File: config.mk
export PLATFORM = sky130hd
export DESIGN_NAME = trdb_packet_arbiter
export DESIGN_NICKNAME = d
export VERILOG_FILES = /design/src/rtl/trdb_packet_arbiter.sv
export SDC_FILE = /design/constraint.sdc
export NUM_CORES = 1
export LEC_CHECK = 0
export CAP_MARGIN = 20
export CORE_MARGIN = 3
export CORE_UTILIZATION = 27
export CTS_BUF_LIST = sky130_fd_sc_hd__clkbuf_16
export CTS_CLUSTER_SIZE = 8
export DETAILED_ROUTE_END_ITERATION = 7
export GPL_TIMING_DRIVEN = 0
export PLACE_DENSITY = 0.81
export SLEW_MARGIN = 25
export SYNTH_ARGS = -nofsm -noshare
export SYNTH_HDL_FRONTEND = slang
export SYNTH_SLANG_ARGS = --single-unit
File: constraint.sdc
create_clock -name clk_i -period 2.4 [get_ports clk_i]
set_clock_uncertainty 0.1 [all_clocks]
set_input_delay 0.24 -clock clk_i [delete_from_list [all_inputs] [get_ports clk_i]]
set_output_delay 0.24 -clock clk_i [all_outputs]
set_load 0.01 [all_outputs]
File: src/rtl/trdb_packet_arbiter.sv
// trdb_packet_arbiter
// Shares one trdb_stream_align8 between N_SRC packet emitters. One source is
// selected at a time and held until the aligner grants the whole packet.
// Stream flushes are sequenced so a flush never interleaves with a packet.
// Optional feature macro: TRDB_ARB_ROUND_ROBIN_EN (round-robin arbitration);
// without it the lowest-indexed requester wins.
module trdb_packet_arbiter #(
  parameter int N_SRC             = 2,
  parameter int CNT_W             = 16,
  parameter int PACKET_LEN        = 64,
  parameter int PACKET_HEADER_LEN = 7,
  localparam int SEL_W            = $clog2(N_SRC)
) (
  input  logic                                    clk_i,
  input  logic                                    rst_ni,
  input  logic [N_SRC-1:0][PACKET_LEN-1:0]        src_packet_bits_i,
  input  logic [N_SRC-1:0][PACKET_HEADER_LEN-1:0] src_packet_len_i,
  input  logic [N_SRC-1:0]                        src_valid_i,
  output logic [N_SRC-1:0]                        src_grant_o,
  input  logic                                    flush_req_i,
  output logic                                    flush_done_o,
  output logic [PACKET_LEN-1:0]                   align_packet_bits_o,
  output logic [PACKET_HEADER_LEN-1:0]            align_packet_len_o,
  output logic                                    align_valid_o,
  input  logic                                    align_grant_i,
  output logic                                    align_flush_o,
  input  logic                                    align_flush_confirm_i,
  output logic [SEL_W-1:0]                        sel_id_o,
  output logic                                    busy_o,
  output logic [CNT_W-1:0]                        pkt_cnt_o
);

  typedef enum logic [1:0] {IDLE, BUSY, FLUSH, DONE} state_e;

  state_e              state_q, state_d;
  logic [SEL_W-1:0]    sel_q, sel_d;
  logic                flush_pend_q, flush_pend_d;
  logic [CNT_W-1:0]    pkt_cnt_q, pkt_cnt_d;
  logic [SEL_W-1:0]    win;

`ifdef TRDB_ARB_ROUND_ROBIN_EN
  logic [SEL_W-1:0]    rr_ptr_q, rr_ptr_d;

  // Winner is the first valid source at or above the round-robin pointer, wrapping.
  always_comb begin
    int   idx;
    logic found;
    win   = rr_ptr_q;
    found = 1'b0;
    idx   = 0;
    for (int k = 0; k < N_SRC; k++) begin
      idx = (int'(rr_ptr_q) + k) % N_SRC;
      if (!found && src_valid_i[idx]) begin
        win   = SEL_W'(idx);
        found = 1'b1;
      end
    end
  end
`else
  // Fixed priority: scanning downwards leaves the lowest valid index as winner.
  always_comb begin
    win = '0;
    for (int k = N_SRC - 1; k >= 0; k--) begin
      if (src_valid_i[k]) win = SEL_W'(k);
    end
  end
`endif

  // Next-state, datapath mux and handshake outputs.
  always_comb begin
    state_d             = state_q;
    sel_d               = sel_q;
    pkt_cnt_d           = pkt_cnt_q;
    flush_pend_d        = flush_pend_q |
                          (flush_req_i && (state_q != FLUSH) && (state_q != DONE));
`ifdef TRDB_ARB_ROUND_ROBIN_EN
    rr_ptr_d            = rr_ptr_q;
`endif
    src_grant_o         = '0;
    flush_done_o        = 1'b0;
    align_packet_bits_o = '0;
    align_packet_len_o  = '0;
    align_valid_o       = 1'b0;
    align_flush_o       = 1'b0;

    case (state_q)
      IDLE: begin
        if (flush_pend_q) begin
          state_d      = FLUSH;
          flush_pend_d = 1'b0;
        end else if (|src_valid_i) begin
          sel_d   = win;
          state_d = BUSY;
        end
      end
      BUSY: begin
        align_packet_bits_o = src_packet_bits_i[sel_q];
        align_packet_len_o  = src_packet_len_i[sel_q];
        align_valid_o       = src_valid_i[sel_q];
        if (align_grant_i) begin
          src_grant_o[sel_q] = 1'b1;
          if (pkt_cnt_q != '1) pkt_cnt_d = pkt_cnt_q + 1'b1;
`ifdef TRDB_ARB_ROUND_ROBIN_EN
          rr_ptr_d = (int'(sel_q) == N_SRC - 1) ? '0 : sel_q + 1'b1;
`endif
          state_d = IDLE;
        end else if (!src_valid_i[sel_q]) begin
          state_d = IDLE;
        end
      end
      FLUSH: begin
        align_flush_o = 1'b1;
        if (align_flush_confirm_i) state_d = DONE;
      end
      DONE: begin
        flush_done_o = 1'b1;
        state_d      = IDLE;
      end
      default: state_d = IDLE;
    endcase
  end

  // State registers with asynchronous active-low reset.
  always_ff @(posedge clk_i or negedge rst_ni) begin
    if (!rst_ni) begin
      state_q      <= IDLE;
      sel_q        <= '0;
      flush_pend_q <= 1'b0;
      pkt_cnt_q    <= '0;
`ifdef TRDB_ARB_ROUND_ROBIN_EN
      rr_ptr_q     <= '0;
`endif
    end else begin
      state_q      <= state_d;
      sel_q        <= sel_d;
      flush_pend_q <= flush_pend_d;
      pkt_cnt_q    <= pkt_cnt_d;
`ifdef TRDB_ARB_ROUND_ROBIN_EN
      rr_ptr_q     <= rr_ptr_d;
`endif
    end
  end

  assign sel_id_o  = sel_q;
  assign busy_o    = (state_q != IDLE);
  assign pkt_cnt_o = pkt_cnt_q;

endmodule
; Word-level counts from Yosys, hierarchy flattened
; Index checks and enable logic that the tools add are counted.
; Widths: inputs -> output; s select.
[op_classes]
n_reduce_logical = 9
mux = 25
n_bitwise = 2
n_addsub = 1
order_cmp = 2
eq_ne = 9
[op_table]
columns = operator, count
row1 = $mux 64, 3
row2 = $mux 7, 3
row3 = $add 16x1->16 const B, 1
row4 = $ne 16x16->1 const B, 1
row5 = $mux 2, 7
row6 = $mux 1, 10
row7 = $reduce_and 3->1, 3
row8 = $pmux 2 s4, 1
row9 = $ne 2x2->1 const B, 3
row10 = $ne 3x3->1 const B, 2
row11 = $eq 2x2->1 const B, 2
row12 = $logic_and 1x1->1, 3
row13 = $eq 2x1->1 const B, 1
row14 = $logic_not 2->1, 1
row15 = $lt 1x2->1 const B, 1
row16 = $reduce_bool 2->1, 1
row17 = $reduce_or 2->1, 1
row18 = $demux 1 s1, 1
row19 = $ge 1x1->1 const B, 1
row20 = $not 1->1, 1
row21 = $or 1x1->1, 1
[totals]
regBits = 20

; Depth between registers and ports, before layout
; Gate-level depths: netlist of run 1.
[logic_depth]
depth_word = 6
ltp_mapped = 7
depth_no_buf = 6

; Worst setup path before layout of run 1
; OpenSTA, ideal clock, no wires.
[synth_timing]
path_type = flip-flop to flip-flop
startpoint = reg pkt_cnt_q[0], in the netlist pkt_cnt_o[0]
endpoint = reg pkt_cnt_q[1], in the netlist pkt_cnt_o[1]
required_time_ns = 2.175
slack_ns = 0.613
n_path_buf = 1
stages_incl_launch_ff = 7
synth_period_minus_slack_ns = 1.787
t_arrival_ns = 1.561
path_cell_list = dfrtp_1 ha_1 nand3_1 nor2_1 a21oi_2 buf_6 mux2_4
[synth_via]
elab_chain_len = 2
word_cells_on_any_way = 3
[synth_rtl]
columns = element, line_no
row1 = start: declaration, 38  ; logic [CNT_W-1:0] pkt_cnt_q, pkt_cnt_d;
row2 = start signal: assignment, 137  ; pkt_cnt_q <= pkt_cnt_d;
row3 = "parallel branches: the longest is 2 deep, another holds $add 16x1->16", -
; Several ways; the timed one is not identified.
; A chain may end at the register's enable or synchronous reset.

; Worst setup path in the final report of run 1
[layout_timing]
startpoint = reg state_q[1]
endpoint = out align_packet_bits_o[6]
[layout_via]
elab_chain_len = 2
[layout_rtl]
columns = element, line_no
row1 = start: declaration, 35  ; state_e state_q, state_d;
row2 = start signal: assignment, 134  ; state_q <= state_d;
row3 = $eq 2x1->1, 86  ; case (state_q)
row4 = $mux 64, 86
row5 = end: declaration, 22  ; output logic [PACKET_LEN-1:0] align_packet_bits_o,
; Every way passes these cells.

==> impl_metrics.json, run 1 <==
{
  "drtPass1Iterations": 4,
  "dieWidth_um": 93.44,
  "critPathKind": "flop to output pin",
  "crit_path_start_kind": "flop",
  "fmax_ghz": 0.4346,
  "antennaDiodeCount": 0,
  "rows": 31,
  "slew_viol_final": 0,
  "clockBufferDepth": 2,
  "hpwl_mm": 8.664,
  "async_reset_ff_share_pct": 100.0,
  "final_layout_size_suffix_gt1_share_pct": 7.287,
  "ys_seq_area_share_pct": 24.24,
  "maxCapViolCount": 0,
  "drt_iter0_markers": 33,
  "placedCellCount": 589,
  "drt-wirelength-per-cell_um": 17.09,
  "fin_crit_sh_pct": 95.87,
  "place_congestion": 0.8440,
  "worstPathMaxFanout": 10,
  "grt_pass1_vias": 2807,
  "cts.sinks": 20,
  "cts_root_buf": "clkbuf_16",
  "tritoncts": "built",
  "instances_no_fill": 593,
  "vias": 2724,
  "clk_latency_ns": 0.25,
  "die_area_sq_mm": 0.008731,
  "r2r_slack_ns": 0.49,
  "drc": 0,
  "endpoint_kind": "output pin",
  "vias_per_cell": 4.594,
  "synthFlopType": "dfrtp_1",
  "grt_pass1_wl_mm": 14.69,
  "nNetsFinal": 646,
  "start_util_pct": 28.16,
  "hold_viol_final": 0,
  "antenna_found_initial": 3,
  "power_w": 0.003619,
  "postSynthCellCount": 248,
  "grt_usage_pct": 21.47,
  "synth_edf_count": 0,
  "setup_viol": 0,
  "power.density_mw_per_mm2": 763.2,
  "path_clk_slew_ns": 0.05,
  "syn_area_sq_mm": 0.002064,
  "dp_slack_ns": 0.08827,
  "postRouteAntennaNets": 0,
  "syn_to_final_growth_pct": 129.7,
  "io_buffers": 242,
  "postCtsHoldBufs": 0,
  "peakVddDrop_uv": 589.7,
  "run_status": "finished clean",
  "netlist-cell-type-count": 35,
  "synth_nets": 398,
  "cp_data_arrival_time_ns": 1.96,
  "cts_htree_levels": 1,
  "setup_slack_ns": 0.09924,
  "synth.avg_cell_area_sq_um": 8.325,
  "grt_setup_unrepaired": "no",
  "rr_worst_depth": 6,
  "max_slew_margin_pct": 38.81,
  "hold_path.class": "primary input to async pin",
  "grt_max_degree": 21,
  "core_sq_mm": 0.007331,
  "synth-seq-cells": 20,
  "power.leakage_nw": 2.005,
  "yosys_warnings": 0,
  "fin_hold_ws_ns": 0.4046,
  "cp.required_ns": 2.06,
  "finalCriticalPeriod_ns": 2.301,
  "ios": 243,
  "overflow": 0,
  "numCtsBuffers": 3,
  "detail_route.wirelength_mm": 10.14,
  "die_h_um": 93.44,
  "worst_pin_slew_ns": 0.9150
}
-- final cells by class --
cell class | count | area (sq um)
Fill cell | 603 | 2589
Timing Repair Buffer | 245 | 2442
Multi-Input combinational cell | 208 | 1466
Sequential cell | 20 | 500.5
Buffer | 16 | 126.4
Tap cell | 99 | 123.9
Clock buffer | 3 | 75.07
Inverter | 2 | 7.507
-- synth_stat cells (2+ instances only) --
| library cell | n | area (sq um) |
|---|---|---|
| nand3_1 | 5 | 25.02 |
| inv_1 | 2 | 7.510 |
| nor2_1 | 79 | 296.5 |
| and3_1 | 3 | 18.77 |
| mux2i_1 | 72 | 720.7 |
| clkbuf_1 | 2 | 7.510 |
| buf_2 | 15 | 75.07 |
| xor2_1 | 7 | 61.31 |
| nand2_1 | 3 | 11.26 |
| nand4_1 | 6 | 37.54 |
| xnor2_1 | 8 | 70.07 |
| nor2b_1 | 2 | 12.51 |
| dfrtp_1 | 20 | 500.5 |
| a21oi_1 | 3 | 15.01 |
-- worst max-delay path, cell delays in order, from the launching register on --
cell and delay (ns):
dfrtp_1 0.47, or2b_4 0.34, buf_2 0.20, nor2_1 0.15, clkdlybuf4s50_1 0.55
-- cell families after synthesis --
group                      count (synthesis)  share of synthesized area [%]
AOI/OAI and AO/OA                          6                          2.000
buffers and inverters                     20                          4.909
DFF                                       20                          24.24
muxes                                     73                          35.64
xor gates and xnor gates                  15                          6.364
and+or+nand+nor                          113                          26.24
adders and majority gates                  1                         0.6060
-- cells in the final DEF (no fill, tap or decap), drive strengths merged --
master and count:
clkdlybuf4s50 242, nor2 80, mux2i 72, dfrtp 20, buf 19, xnor2 8, xor2 7, nand4 7
nand3 5, a21oi 4, nand2 4, and3 4, clkbuf 3, nor2b 3, inv 2, nor3 2
nor4 2, or2b 1, and2b 1, or2 1, and2 1, a22o 1, mux2 1, o32ai 1
nor3b 1, and4 1, ha 1
-- registers in the layout (all words and copies together), names as in the netlist --
signal and cells:
flush_pend_q 1, pkt_cnt_o 16, sel_id_o 1, state_q 2
-- what timing repair did --
item,CTS,global route
endpoints found under the setup margin,71,48
cloned,0,1
hold endpoints to repair,0,0
buffers inserted,0,2
resized for setup,8,6
-- final timing paths --
kind / start / endpoint
setup / recovery: state_q[1] / align_packet_bits_o[6]
hold / removal: rst_ni / pkt_cnt_o[11]
setup reg to reg: pkt_cnt_o[0] / pkt_cnt_o[1]
hold reg to reg: pkt_cnt_o[15] / pkt_cnt_o[15]
max in group asynchronous: rst_ni / pkt_cnt_o[5]
min in group clk_i: pkt_cnt_o[15] / pkt_cnt_o[15]
-- stage by stage --
step | utilization [%] | instance area (sq um) | TNS [ns]
floorplan | - | 2064 | 0
global placement | 62.89 | 4611 | 0
detailed placement | 62.89 | 4611 | 0
CTS | 64.16 | 4703 | -0.0003078
global route | 64.69 | 4742 | 0
finish | 64.69 | 4742 | 0
-- routing by layer --
metal	wire, um	global-route usage, %	share of wire, %	vias to the layer above
met5	35	0	0.35	-
met3	1229	9.976	12	18
met2	4794	36.33	47	136
li1	-	-	-	1341
met4	121	3.785	1.2	6
met1	3955	24.99	39	1223
-- power by group --
part	switching, W	internal [W]	total [W]
clock	0.000115	0.000220	0.000334
combinational	0.00119	0.00157	0.00277
sequential	0.000111	0.000409	0.000519
total	0.00142	0.00220	0.00362
No activity file was read; power rests on OpenSTA's default activity.
==> inputs of run 2 (changes only) <==
- CORE_AREA: default -> 2 2 94 96
- CORE_MARGIN: 3 -> default
- CORE_UTILIZATION: 27 -> default
- DIE_AREA: default -> 0 0 96 98
- PLACE_DENSITY: 0.81 -> 0.75
==> impl_metrics.json, run 2 (synthesis results as in run 1) <==
{
  "run_status": "finished clean",
  "peakVddDrop_uv": 619.4,
  "endpoint_kind": "output pin",
  "postRouteAntennaNets": 0,
  "grt_pass1_wl_mm": 13.79,
  "slew_viol_final": 0,
  "final_common_cell": "clkdlybuf4s50_1",
  "grt_setup_unrepaired": "yes",
  "clkPwrFrac_pct": 12.3,
  "final_layout_size_suffix_gt1_share_pct": 7.302,
  "rows": 34,
  "pwr-share-seq_pct": 13.9,
  "swShare_pct": 37.97,
  "fmax_ghz": 0.4304,
  "core_sq_mm": 0.008466,
  "power_w": 0.003683,
  "setup_viol": 0,
  "clk_latency_ns": 0.25,
  "post_cts_buffers": 0,
  "cts_htree_levels": 1,
  "grt_pass1_vias": 2797,
  "final_cell_mix": "240 x clkdlybuf4s50_1, 79 x nor2_1, 71 x mux2i_1",
  "vias": 2712,
  "hpwl_mm": 7.679,
  "numCtsBuffers": 3,
  "worst_pin_slew_ns": 0.8896,
  "critPathKind": "flop to output pin",
  "overflow": 0,
  "path_clk_slew_ns": 0.06,
  "grt_usage_pct": 18.15,
  "drt-wirelength-per-cell_um": 14.99,
  "power.density_mw_per_mm2": 771.9,
  "p_comb_share_pct": 73.8,
  "drtPass1Iterations": 4,
  "place_congestion": 0.7938,
  "grt_max_degree": 21,
  "placed_area_sq_mm": 0.004622,
  "nNetsFinal": 644,
  "start_util_pct": 24.39,
  "crit_path_start_kind": "flop",
  "stdcell_area_sq_mm": 0.004771,
  "worstPathMaxFanout": 10,
  "fin_hold_ws_ns": 0.3925,
  "drt_iter0_markers": 49,
  "cts.sinks": 20,
  "hold_viol_final": 0,
  "largest_reg_flops": 16,
  "rr_worst_depth": 6,
  "power.internal_w": 0.002285,
  "die_h_um": 98,
  "cts_resized": 9,
  "p_sw_w": 0.001398,
  "power.leakage_nw": 2.036,
  "vias_per_cell": 4.512,
  "fin_crit_sh_pct": 96.80,
  "antenna_found_initial": 0,
  "syn_to_final_growth_pct": 131.1,
  "cp_data_arrival_time_ns": 1.98,
  "maxCapViolCount": 0,
  "clockBufferDepth": 2,
  "max_slew_margin_pct": 40.51,
  "instances_no_fill": 601,
  "drc": 0,
  "finalCriticalPeriod_ns": 2.323,
  "cts_root_buf": "clkbuf_16",
  "detail_route.wirelength_mm": 9.009,
  "dieWidth_um": 96,
  "hold_path.class": "primary input to async pin",
  "postCtsHoldBufs": 0,
  "io_buffers": 242,
  "die_area_sq_mm": 0.009408,
  "ios": 243,
  "placedCellCount": 598,
  "setup_tns_ns": 0,
  "tritoncts": "built",
  "antennaDiodeCount": 0,
  "cp.required_ns": 2.06
}
-- run 2: changes by cell type in the layout (fill, tap and decap cells not counted), sizes merged --
cell	previous run	this run
dlymetal6s2s	0	2
clkbuf	3	4
buf	19	16
bufinv	0	1
clkdlybuf4s50	242	240
-- run 2: metrics by stage --
stage	util, %	setup slack [ns]
after global placement	54.60	0.08666
after global routing	56.36	-0.01677
after CTS	56.06	0.01622
after floorplan	-	0.6135
after detailed placement	54.60	0.05143
final	56.36	0.07669
-- run 2: path summary, 6_finish.rpt --
| path | slack, ns | end | from |
|---|---|---|---|
| max | 0.08 | align_packet_bits_o[44] | sel_id_o |
| min | 0.39 | pkt_cnt_o[7] | rst_ni |
| max reg2reg | 0.52 | pkt_cnt_o[1] | pkt_cnt_o[0] |
| min reg2reg | 0.41 | pkt_cnt_o[7] | pkt_cnt_o[7] |
| max in group asynchronous | 1.20 | state_q[1] | rst_ni |
| min in group clk_i | 0.41 | pkt_cnt_o[7] | pkt_cnt_o[7] |
-- run 2: cell type report --
| class | instances | area [sq um] |
|---|---|---|
| plain buffers | 17 | 123.9 |
| inverters | 2 | 7.507 |
| clock buffers | 3 | 75.07 |
| repair buffers | 242 | 2427 |
| clock inverters | 1 | 30.03 |
| multi-input cells | 208 | 1470 |
| well taps | 108 | 135.1 |
| flip-flops and latches | 20 | 501.7 |
| fillers | 787 | 3695 |
-- run 2: worst max-delay path: stages (launching register included) --
cell and delay, ns:
dfrtp_1 0.36, clkbuf_1 0.15, buf_6 0.19, buf_6 0.19
mux2i_2 0.27, nor2_1 0.07, clkdlybuf4s50_1 0.48
-- run 2: power groups by stage --
| stage | combinational, W | clock [W] | sequential [W] |
|---|---|---|---|
| after floorplan | 0.00139 | 0 | 0.000511 |
| after global placement | 0.00265 | 0 | 0.000505 |
| after detailed placement | 0.00268 | 0 | 0.000511 |
| after CTS | 0.00273 | 0.000456 | 0.000509 |
| after global routing | 0.00295 | 0.000479 | 0.000524 |
| final | 0.00272 | 0.000453 | 0.000512 |
-- run 2: metal layers --
| metal | track usage (%) | part of all wire [%] |
|---|---|---|
| met1 | 20.60 | 38 |
| met2 | 33.76 | 51 |
| met3 | 5.015 | 9.2 |
| met4 | 2.637 | 1.2 |
| met5 | 0 | 0 |
